==> src/rtl/imul_pkg.sv <==
// Shared types and defaults for the iterative multiplier slice.
// No logic here; widths and encodings only.
// Imported by the interface, the core and the top level.
package imul_pkg;

   localparam int N_DEF       = 64;
   localparam int ZR_ADDR_DEF = 31;

   typedef enum logic [1:0] {
      IMUL_MUL   = 2'b00,
      IMUL_UMULH = 2'b01,
      IMUL_SMULH = 2'b10,
      IMUL_RSV   = 2'b11
   } imul_op_t;

   typedef enum logic [1:0] {
      S_IDLE = 2'b00,
      S_BUSY = 2'b01,
      S_WB   = 2'b10
   } imul_state_t;

endpackage

==> src/rtl/imul_wb_if.sv <==
// Control/operand request bundle plus regfile write port of the multiplier.
// No latency of its own; pure wiring.
// start is only honoured while the multiplier is accepting (IDLE or WB).
interface imul_wb_if
   import imul_pkg::*;
#(
   parameter int N      = N_DEF,
   parameter int ADDR_W = 5
);
   logic              start;
   imul_op_t          op;
   logic [N-1:0]      a;
   logic [N-1:0]      b;
   logic [ADDR_W-1:0] dst;
   logic              busy;
   logic              done;
   logic              we3;
   logic [ADDR_W-1:0] wa3;
   logic [N-1:0]      wd3;

   modport master (output start, op, a, b, dst,
                   input  busy, done, we3, wa3, wd3);
   modport slave  (input  start, op, a, b, dst,
                   output busy, done, we3, wa3, wd3);
endinterface

==> src/rtl/imul_core.sv <==
// Radix-2 shift-add datapath: operand magnitudes, 2N-bit accumulator, step counter, sign fix.
// N steps after load; product reflects the value after the current step (valid when step && last).
// No backpressure; the controlling FSM decides when to load and step.
module imul_core
   import imul_pkg::*;
#(
   parameter int N = N_DEF
) (
   input  logic           clk,
   input  logic           reset,
   input  logic           load,
   input  logic           step,
   input  logic           sgn,
   input  logic [N-1:0]   a,
   input  logic [N-1:0]   b,
   output logic           last,
   output logic [2*N-1:0] product
);
   localparam int CW = $clog2(N);

   logic [N-1:0]   mag_a;
   logic [N-1:0]   mag_b;
   logic           neg;
   logic [CW-1:0]  cnt;
   logic [2*N-1:0] acc;
   logic [2*N-1:0] acc_nxt;
   logic [N:0]     sum;
   logic [N-1:0]   a_mag;
   logic [N-1:0]   b_mag;

   // Magnitudes for the signed case; -2^(N-1) maps to 2^(N-1) as an unsigned N-bit value.
   always_comb begin
      a_mag = (sgn && a[N-1]) ? -a : a;
      b_mag = (sgn && b[N-1]) ? -b : b;
   end

   // One step: add multiplicand into the high half if the current multiplier bit is set, then shift right.
   always_comb begin
      sum     = {1'b0, acc[2*N-1:N]} + (mag_b[0] ? {1'b0, mag_a} : {(N+1){1'b0}});
      acc_nxt = {sum, acc[N-1:1]};
      product = neg ? -acc_nxt : acc_nxt;
      last    = (cnt == CW'(N-1));
   end

   // Operand capture on load, accumulate/shift on each step.
   always_ff @(posedge clk or negedge reset) begin
      if (!reset) begin
         mag_a <= '0;
         mag_b <= '0;
         neg   <= 1'b0;
         cnt   <= '0;
         acc   <= '0;
      end else if (load) begin
         mag_a <= a_mag;
         mag_b <= b_mag;
         neg   <= sgn && (a[N-1] ^ b[N-1]);
         cnt   <= '0;
         acc   <= '0;
      end else if (step) begin
         mag_b <= mag_b >> 1;
         acc   <= acc_nxt;
         cnt   <= cnt + CW'(1);
      end
   end
endmodule

==> src/rtl/imul_wb.sv <==
// Iterative MUL/UMULH/SMULH unit writing its result straight into the regfile write port.
// Capture edge E0, steps on E1..EN, one WB cycle after EN with done and the regfile write.
// One multiply in flight; start ignored while busy, accepted in IDLE or back-to-back in WB.
module imul_wb
   import imul_pkg::*;
#(
   parameter int N       = N_DEF,
   parameter int ADDR_W  = 5,
   parameter int ZR_ADDR = ZR_ADDR_DEF
) (
   input  logic        clk,
   input  logic        reset,
   imul_wb_if.slave    bus
);
   imul_state_t       state;
   imul_op_t          op_q;
   logic [ADDR_W-1:0] dst_q;
   logic              busy_q;
   logic              done_q;
   logic              we3_q;
   logic [ADDR_W-1:0] wa3_q;
   logic [N-1:0]      wd3_q;

   logic              accept;
   logic              step;
   logic              last;
   logic [2*N-1:0]    product;
   logic [N-1:0]      result;

   assign accept = ((state == S_IDLE) || (state == S_WB)) && bus.start;
   assign step   = (state == S_BUSY);

   imul_core #(.N(N)) u_core (
      .clk     (clk),
      .reset   (reset),
      .load    (accept),
      .step    (step),
      .sgn     (bus.op == IMUL_SMULH),
      .a       (bus.a),
      .b       (bus.b),
      .last    (last),
      .product (product)
   );

   // High half for the MULH variants; MUL and the reserved code take the low half.
   always_comb begin
      result = product[N-1:0];
      if ((op_q == IMUL_UMULH) || (op_q == IMUL_SMULH))
         result = product[2*N-1:N];
   end

   // Control FSM with registered handshake and writeback outputs.
   always_ff @(posedge clk or negedge reset) begin
      if (!reset) begin
         state  <= S_IDLE;
         op_q   <= IMUL_MUL;
         dst_q  <= '0;
         busy_q <= 1'b0;
         done_q <= 1'b0;
         we3_q  <= 1'b0;
         wa3_q  <= '0;
         wd3_q  <= '0;
      end else begin
         case (state)
            S_IDLE: begin
               if (bus.start) begin
                  op_q   <= bus.op;
                  dst_q  <= bus.dst;
                  busy_q <= 1'b1;
                  state  <= S_BUSY;
               end
            end
            S_BUSY: begin
               if (last) begin
                  busy_q <= 1'b0;
                  done_q <= 1'b1;
                  we3_q  <= (dst_q != ADDR_W'(ZR_ADDR));
                  wa3_q  <= dst_q;
                  wd3_q  <= result;
                  state  <= S_WB;
               end
            end
            S_WB: begin
               done_q <= 1'b0;
               we3_q  <= 1'b0;
               wa3_q  <= '0;
               wd3_q  <= '0;
               if (bus.start) begin
                  op_q   <= bus.op;
                  dst_q  <= bus.dst;
                  busy_q <= 1'b1;
                  state  <= S_BUSY;
               end else begin
                  state  <= S_IDLE;
               end
            end
            default: state <= S_IDLE;
         endcase
      end
   end

   assign bus.busy = busy_q;
   assign bus.done = done_q;
   assign bus.we3  = we3_q;
   assign bus.wa3  = wa3_q;
   assign bus.wd3  = wd3_q;
endmodule

==> src/flat_wrapper.sv <==
// flat-port wrapper written by rule: the top's interface ports become plain ports
module imul_wb_flat import imul_pkg::*;
#(
   parameter int N       = N_DEF,
   parameter int ADDR_W  = 5,
   parameter int ZR_ADDR = ZR_ADDR_DEF
)
  (clk, reset, bus_start, bus_op, bus_a, bus_b, bus_dst, bus_busy, bus_done, bus_we3, bus_wa3, bus_wd3);
  imul_wb_if #(.N(N), .ADDR_W(ADDR_W)) bus_i ();
  input  logic clk;
  input  logic reset;
  input wire logic [$bits(bus_i.start)-1:0] bus_start;
  input wire logic [$bits(bus_i.op)-1:0] bus_op;
  input wire logic [$bits(bus_i.a)-1:0] bus_a;
  input wire logic [$bits(bus_i.b)-1:0] bus_b;
  input wire logic [$bits(bus_i.dst)-1:0] bus_dst;
  output wire logic [$bits(bus_i.busy)-1:0] bus_busy;
  output wire logic [$bits(bus_i.done)-1:0] bus_done;
  output wire logic [$bits(bus_i.we3)-1:0] bus_we3;
  output wire logic [$bits(bus_i.wa3)-1:0] bus_wa3;
  output wire logic [$bits(bus_i.wd3)-1:0] bus_wd3;
  assign bus_i.start = bus_start;
  assign bus_i.op = bus_op;
  assign bus_i.a = bus_a;
  assign bus_i.b = bus_b;
  assign bus_i.dst = bus_dst;
  assign bus_busy = bus_i.busy;
  assign bus_done = bus_i.done;
  assign bus_we3 = bus_i.we3;
  assign bus_wa3 = bus_i.wa3;
  assign bus_wd3 = bus_i.wd3;
  imul_wb #(.N(N), .ADDR_W(ADDR_W), .ZR_ADDR(ZR_ADDR)) u_core (.clk(clk), .reset(reset), .bus(bus_i));
endmodule
==> config.mk <==
export PLATFORM = sky130hd
export DESIGN_NAME = imul_wb_flat
export DESIGN_NICKNAME = d
export VERILOG_FILES = /design/src/rtl/imul_pkg.sv /design/src/rtl/imul_wb_if.sv /design/src/rtl/imul_core.sv /design/src/rtl/imul_wb.sv /design/src/flat_wrapper.sv
export SDC_FILE = /design/constraint.sdc
export NUM_CORES = 1
export LEC_CHECK = 0
export ABC_AREA = 1
export BUFFER_PORTS_ARGS = -buffer_cell sky130_fd_sc_hd__buf_2
export CAP_MARGIN = 40
export CELL_PAD_IN_SITES_DETAIL_PLACEMENT = 0
export CELL_PAD_IN_SITES_GLOBAL_PLACEMENT = 1
export CORE_UTILIZATION = 45
export CTS_CLUSTER_DIAMETER = 60
export DETAILED_ROUTE_END_ITERATION = 6
export HOLD_SLACK_MARGIN = 0.1
export PLACE_DENSITY = 0.9
export REMOVE_ABC_BUFFERS = 1
export SLEW_MARGIN = 15
export SYNTH_ARGS = -nofsm -noshare
export SYNTH_HDL_FRONTEND = slang
export SYNTH_SLANG_ARGS = --single-unit
==> constraint.sdc <==
create_clock -name clk -period 7.8 [get_ports clk]
set_clock_uncertainty 0.05 [all_clocks]
set_input_delay 0.78 -clock clk [delete_from_list [all_inputs] [get_ports clk]]
set_output_delay 0.78 -clock clk [all_outputs]
set_load 0.1 [all_outputs]
==> summary.md, run 1 <==
| Metric | Value |
|---|---|
| Worst slew pin tran | `983 ps` |
| Sequential share of the synthesized area | `0.305` |
| Initial DRC count | `2531` |
| Vias/cell | `5.29` |
| WS Path Type | `reg2reg` |
| Cell type with the largest total area after synthesis | `dfrtp_1` |
| Final Cell Area | `31600 um2` |
| Reg2reg start | `u_core.u_core.mag_b[0]` |
| Tmin final | `4300 ps` |
| Crit-path slowest cell | `buf_4` |
| Worst setup SP type | `register` |
| Commonest non-fill, non-tap cell in the layout | `nand2_1` |
| Final net count | `4921` |
| Sink Count | `343` |
| Hold Vio Cnt, Final | `0` |
| Peak VDD IR | `0.252 mV` |
| Mean Syn Cell Area | `6.17 um2` |
| RSZ-0062 raised after global routing | `false` |
| Slew HR | `0.345` |
| Setup bufs post-CTS | `0` |
| Largest net degree at the start of global routing | `159` |
| Reg2Reg Setup Slack | `3500 ps` |
| Layout cell share with drive strength beyond 1 | `0.115` |
| DRT Pass-1 Iters | `6` |
| Fraction of registers with async set/reset | `1.00` |
| Most frequent cells in the layout | `1425 x nand2_1, 723 x inv_1, 445 x nor2_1` |
| Power Dens Cells | `521 nW/um2` |
| Cells after Synth | `4567` |
| Critical Path Sink Type | `register` |
| CTS Root Cell | `clkbuf_16` |
| Worst-path clk slew | `60 ps` |
| Die footprint | `63600 um2` |
| Dpl ws | `3540 ps` |
| Synth Flop Type | `dfrtp_1` |
| Fin cells | `5587` |
| CTS tree | `done` |
| Critical path's largest stage delay | `510 ps` |
| # rows | `91` |
| Fin crit share | `0.551` |
| P&R area growth vs syn | `12.2%` |
| Hold Path Origin | `bus_dst[2]` |
| H-tree Lvls | `2` |
| # IOs | `210` |
| Netlist cell types | `53` |
| DP HPWL | `76.4 mm` |
| Final antenna-violating net count | `0` |
| First element of the critical path | `u_core.u_core.mag_b[0]` |
| Post-Route Utilization | `0.511` |
| Post-route DRC | `0` |
| Initial Util | `0.456` |
| GRT Overall Usage | `0.308` |
| Yosys warns | `0` |
| Status | `finished clean` |
| Top cells by area, synth | `dfrtp_1 30%, nand2_1 19%, inv_1 9.7%` |
| Post-CTS sizing | `0` |
| Die Y | `252 um` |
| Final Max Tran Viols | `0` |
| Arr. time, crit path | `4740 ps` |
| First-pass GRT wire length | `154 mm` |
| Grt ovf | `0` |
| Clk Latency, worst-skew pair | `610 ps` |
| DP Cell Count | `5503` |
| Final setup violation count | `0` |
| Cell area after placement | `30000 um2` |
| Core ar. | `61800 um2` |
| Hold buffer count at cts | `1` |
| Longest Clk Path Bufs | `3` |
| Synth Cell Area | `28200 um2` |
| Die width | `252 um` |
| Routability-driven placement congestion ratio | `0.972` |
| Setup ws final | `3500 ps` |
| Wire length per cell after detailed routing | `17.6 um` |
| Area fraction of the dominant cell type after synthesis | `0.305` |
| Vias in the first global route | `27800` |
| Top cell by count, worst path | `nand2_1` |
| Num CTS Buffers | `44` |
| Fill count | `6557` |
| Port bufs | `209` |
| Crit Path Max Fanout | `64` |
| F_max | `0.233 GHz` |
| Routed WL | `98.4 mm` |
| Leakage | `16.8 nW` |
| Total number of vias | `29600` |
| Worst EP required | `8240 ps` |
| Number of synthesized flops with an enable pin | `0` |
| FF+latch count, synth | `343` |
| Hold WC Path Type | `in2reg` |
| Max-Cap Viols | `0` |
| Initial antenna violation count | `3` |
| Total power draw | `16.5 mW` |
stage by stage:
stage / hold slack, ps / setup TNS (ps)
CTS: 298 / 0
finish: 327 / 0
global route: 314 / 0
detailed placement: 403 / 0
floorplan: 399 / -362750
global placement: 400 / 0
path summary, 6_finish.rpt:
path / depth (start not counted) / end
worst min-delay path: 3 / u_core.dst_q[2]
worst max-delay path: 28 / u_core.bus.wd3[54]
worst min register to register: 2 / u_core.bus.busy
worst max register to register: 28 / u_core.bus.wd3[54]
max in group asynchronous: 3 / u_core.u_core.acc[88]
min in group asynchronous: 2 / u_core.u_core.acc[43]
per-layer routing:
metal	vias to the layer above	share of wire	track usage
met3	185	0.067	0.0473
met2	1028	0.46	0.510
li1	14900	-	-
met4	4	0.043	0.128
met5	-	0.00023	0
met1	13500	0.43	0.401
Yosys cell counts (all sizes together), types with 27 or more instances:
cell / count
nand3: 273
nor4: 36
dfrtp: 343
ha: 68
o22ai: 70
inv: 751
o21ai: 321
a21oi: 165
nand4: 53
xor2: 53
nor2: 517
a22oi: 27
nand2: 1507
nor3: 78
clkbuf: 111
cell families (layout without fill, tap and decap cells):
| logic type | Yosys count | count (layout) | share of synthesized area |
|---|---|---|---|
| adder cells (fa/ha/maj) | 69 | 69 | 0.0309 |
| XOR/XNOR | 77 | 77 | 0.0242 |
| flip-flops | 343 | 343 | 0.305 |
| AO/OA/AOI/OAI | 686 | 686 | 0.139 |
| other | 0 | 2 | 0 |
| AND/OR/NAND/NOR | 2501 | 2501 | 0.382 |
| buffers and inverters | 891 | 1072 | 0.119 |
report_power, final:
group	internal (mW)	total, mW	switching [mW]	leakage, nW
combinational	2.95	11.1	8.12	11.6
clock	1.29	2.17	0.875	0.753
sequential	2.61	3.24	0.631	4.39
total	6.85	16.5	9.62	16.8
cell type report:
cell class / count / area, um2 / share of cell area
Antenna cell: 2 / 5.00 / 0.000158
Clock buffer: 57 / 1230 / 0.0389
Clock inverter: 23 / 303 / 0.00958
Inverter: 755 / 2840 / 0.0897
Multi-Input combinational cell: 3333 / 16300 / 0.515
Sequential cell: 343 / 8590 / 0.272
Tap cell: 837 / 1050 / 0.0331
Timing Repair Buffer: 237 / 1330 / 0.0421
sequential cells by signal, summed over array words and instances (netlist names):
signal	cells
u_core.bus.done	1
u_core.op_q	2
u_core.u_core.cnt	6
u_core.u_core.mag_a	64
u_core.bus.wa3	5
u_core.dst_q	5
u_core.state	2
u_core.u_core.mag_b	64
u_core.u_core.neg	1
u_core.u_core.acc	127
u_core.bus.wd3	64
u_core.bus.busy	1
u_core.bus.we3	1
worst max-delay path, delay by kind of cell, from the launching register on:
kind | cells | cell delay, ps
fa+ha+maj | 2 | 660
simple gates | 22 | 2320
buf+inv | 4 | 800
flops | 1 | 350
Note: power is estimated with default switching activity, not from simulation.
==> run 2: changes to the inputs <==
- CORE_UTILIZATION: 45 -> 44
- PLACE_DENSITY: 0.9 -> 0.89
- clock period: 7.8 -> 4.4 ns (I/O delays scaled with it)
==> run 2 against run 1 <==
- cell area up 1.4%
- final cell count is 0.81% higher
- hold slack got worse by 210 ps
- fmax increased by 7.4%
- global-route usage up 0.17 points
- critical path type unchanged
- power rose by 80%
==> summary.md, run 2 (synthesized netlist as in run 1, its figures left out) <==
| Metric | Value |
|---|---|
| Status | `finished clean` |
| Leakage | `17.0 nW` |
| Area of the multi-input gates | `16300 um2` |
| Fin crit share | `0.909` |
| Number of buffers and inverters on the critical path | `3` |
| Core ar. | `63200 um2` |
| Die Y | `255 um` |
| Initial antenna violation count | `1` |
| Final net count | `4956` |
| RSZ-0062 raised after global routing | `false` |
| Top cell by count, worst path | `nand2_1` |
| Crit path max-delay family | `simple AND/OR/NAND/NOR gates` |
| Crit-path slowest cell | `o21ai_0` |
| CTS Root Cell | `clkbuf_16` |
| DP HPWL | `78.6 mm` |
| Worst slew pin tran | `845 ps` |
| Routability-driven placement congestion ratio | `1.04` |
| Hold WC Path Type | `in2reg` |
| Vias in the first global route | `28000` |
| Num CTS Buffers | `45` |
| Final Max Tran Viols | `0` |
| Total power draw | `29.7 mW` |
| Biggest register | `u_core.u_core.acc` |
| Die footprint | `65000 um2` |
| Tmin final | `4000 ps` |
| Met2 routed WL | `47.1 mm` |
| Uppermost layer routed | `met5` |
| Grt ovf | `0` |
| Critical Path Sink Type | `register` |
| DRT Pass-1 Iters | `6` |
| H-tree Lvls | `2` |
| Number of flip-flops under the largest register name | `127` |
| Total number of vias | `29900` |
| Power Dens Cells | `927 nW/um2` |
| Vias/cell | `5.31` |
| Hold Vio Cnt, Final | `0` |
| Crit path cell chain | `buf_12 > nand2_1 > inv_1 > ha_1 > nand2_1 > nor2_2 > nand3_1 > nand3_2 > nand2_2 > nand2_2 > nand2_1 > nand2_1 > nand2_1 > clkinv_1 > nand2_1 > nor2_1 > nand2_1 > nand2_2 > nand2_2 > o21ai_0 > nand3_1 > nand2_1` |
| Initial Util | `0.446` |
| Critical path's largest stage delay | `430 ps` |
| # IOs | `210` |
| Max-Cap Viols | `0` |
| Setup bufs post-CTS | `0` |
| Slew HR | `0.432` |
| GRT Overall Usage | `0.310` |
| Fin cells | `5632` |
| Sink Count | `343` |
| Commonest non-fill, non-tap cell in the layout | `nand2_1` |
| Die width | `255 um` |
| Routed WL | `101 mm` |
| F_max | `0.250 GHz` |
| Number of diodes | `0` |
| Layout cell share with drive strength beyond 1 | `0.120` |
| Dpl ws | `406 ps` |
| Worst EP required | `4890 ps` |
| Setup ws final | `399 ps` |
| CTS tree | `done` |
| Met1 WL | `42.6 mm` |
| DP Cell Count | `5535` |
| Routed length on met3 | `6.51 mm` |
| Post-CTS sizing | `0` |
| # rows | `92` |
| Final antenna-violating net count | `0` |
| Register Area | `8590 um2` |
| Crit Path Max Fanout | `64` |
| Wire length per cell after detailed routing | `17.9 um` |
| Fill count | `6706` |
| Peak VDD IR | `0.508 mV` |
| P&R area growth vs syn | `13.7%` |
| Port bufs | `209` |
| Clk Latency, worst-skew pair | `610 ps` |
| First-pass GRT wire length | `156 mm` |
| WS Path Type | `reg2reg` |
| Largest net degree at the start of global routing | `189` |
| Post-route DRC | `0` |
| Final setup violation count | `0` |
| Worst-path clk slew | `70 ps` |
| Longest Clk Path Bufs | `3` |
| Most frequent cells in the layout | `1425 x nand2_1, 723 x inv_1, 445 x nor2_1` |
| Initial DRC count | `2716` |
| Arr. time, crit path | `4490 ps` |
| Worst setup SP type | `register` |
[run 2: cell count changes in the layout (fill, tap and decap cells not counted), sizes merged]
| cell | previous run | this run |
|---|---|---|
| diode | 2 | 0 |
| dlygate4sd3 | 1 | 12 |
| bufinv | 5 | 4 |
| inv | 758 | 760 |
| buf | 236 | 259 |
| clkbuf | 57 | 60 |
[run 2: worst paths after layout]
path / startpoint / end / slack, ps / depth (start not counted)
max: u_core.u_core.mag_b[0] / u_core.bus.wd3[30] / 400 / 22
min reg2reg: u_core.bus.busy / u_core.bus.busy / 420 / 2
min: bus_a[62] / u_core.u_core.mag_a[62] / 120 / 3
max reg2reg: u_core.u_core.mag_b[0] / u_core.bus.wd3[30] / 400 / 22
max in group asynchronous: reset / u_core.bus.wd3[20] / 2910 / 3
min in group asynchronous: reset / u_core.bus.wd3[49] / 410 / 2
[run 2: area by class of cell]
cell class	count	share of cell area
Multi-Input combinational cell	3333	0.508
Sequential cell	343	0.268
Inverter	755	0.0885
Timing Repair Buffer	271	0.0529
Clock buffer	60	0.0406
Tap cell	846	0.0330
Clock inverter	24	0.00933
[run 2: repair_timing]
action                                 in CTS  in global routing
endpoints found under the hold margin      90                  0
setup endpoints to repair                   0                  0
hold buffers                               12                  0
[run 2: per-stage QoR]
| stage | area (um2) | hold slack, ps | TNS (ps) | util |
|---|---|---|---|---|
| global placement | 30200 | 400 | 0 | 0.478 |
| floorplan | 27700 | 94.4 | -992790 | - |
| CTS | 32000 | 105 | 0 | 0.507 |
| detailed placement | 30300 | 403 | 0 | 0.479 |
| finish | 32000 | 118 | 0 | 0.507 |
| global route | 32000 | 137 | 0 | 0.507 |
[run 2: metal layers]
| metal | track usage | vias up |
|---|---|---|
| li1 | - | 14900 |
| met1 | 0.410 | 13700 |
| met2 | 0.517 | 1084 |
| met3 | 0.0330 | 186 |
| met4 | 0.124 | 2 |
| met5 | 0 | - |
[run 2: power breakdown]
group | total, mW | internal [mW] | switching [mW]
clock | 3.95 | 2.35 | 1.59
sequential | 5.67 | 4.62 | 1.05
combinational | 20.1 | 5.44 | 14.7
[run 2: worst register-to-register path: cells and delay by family (launching register included)]
| kind | cells | cell delay, ps |
|---|---|---|
| AOI/OAI and AO/OA | 1 | 430 |
| adders and majority gates | 1 | 390 |
| buffers and inverters | 3 | 300 |
| DFF | 1 | 420 |
| and+or+nand+nor | 17 | 2360 |
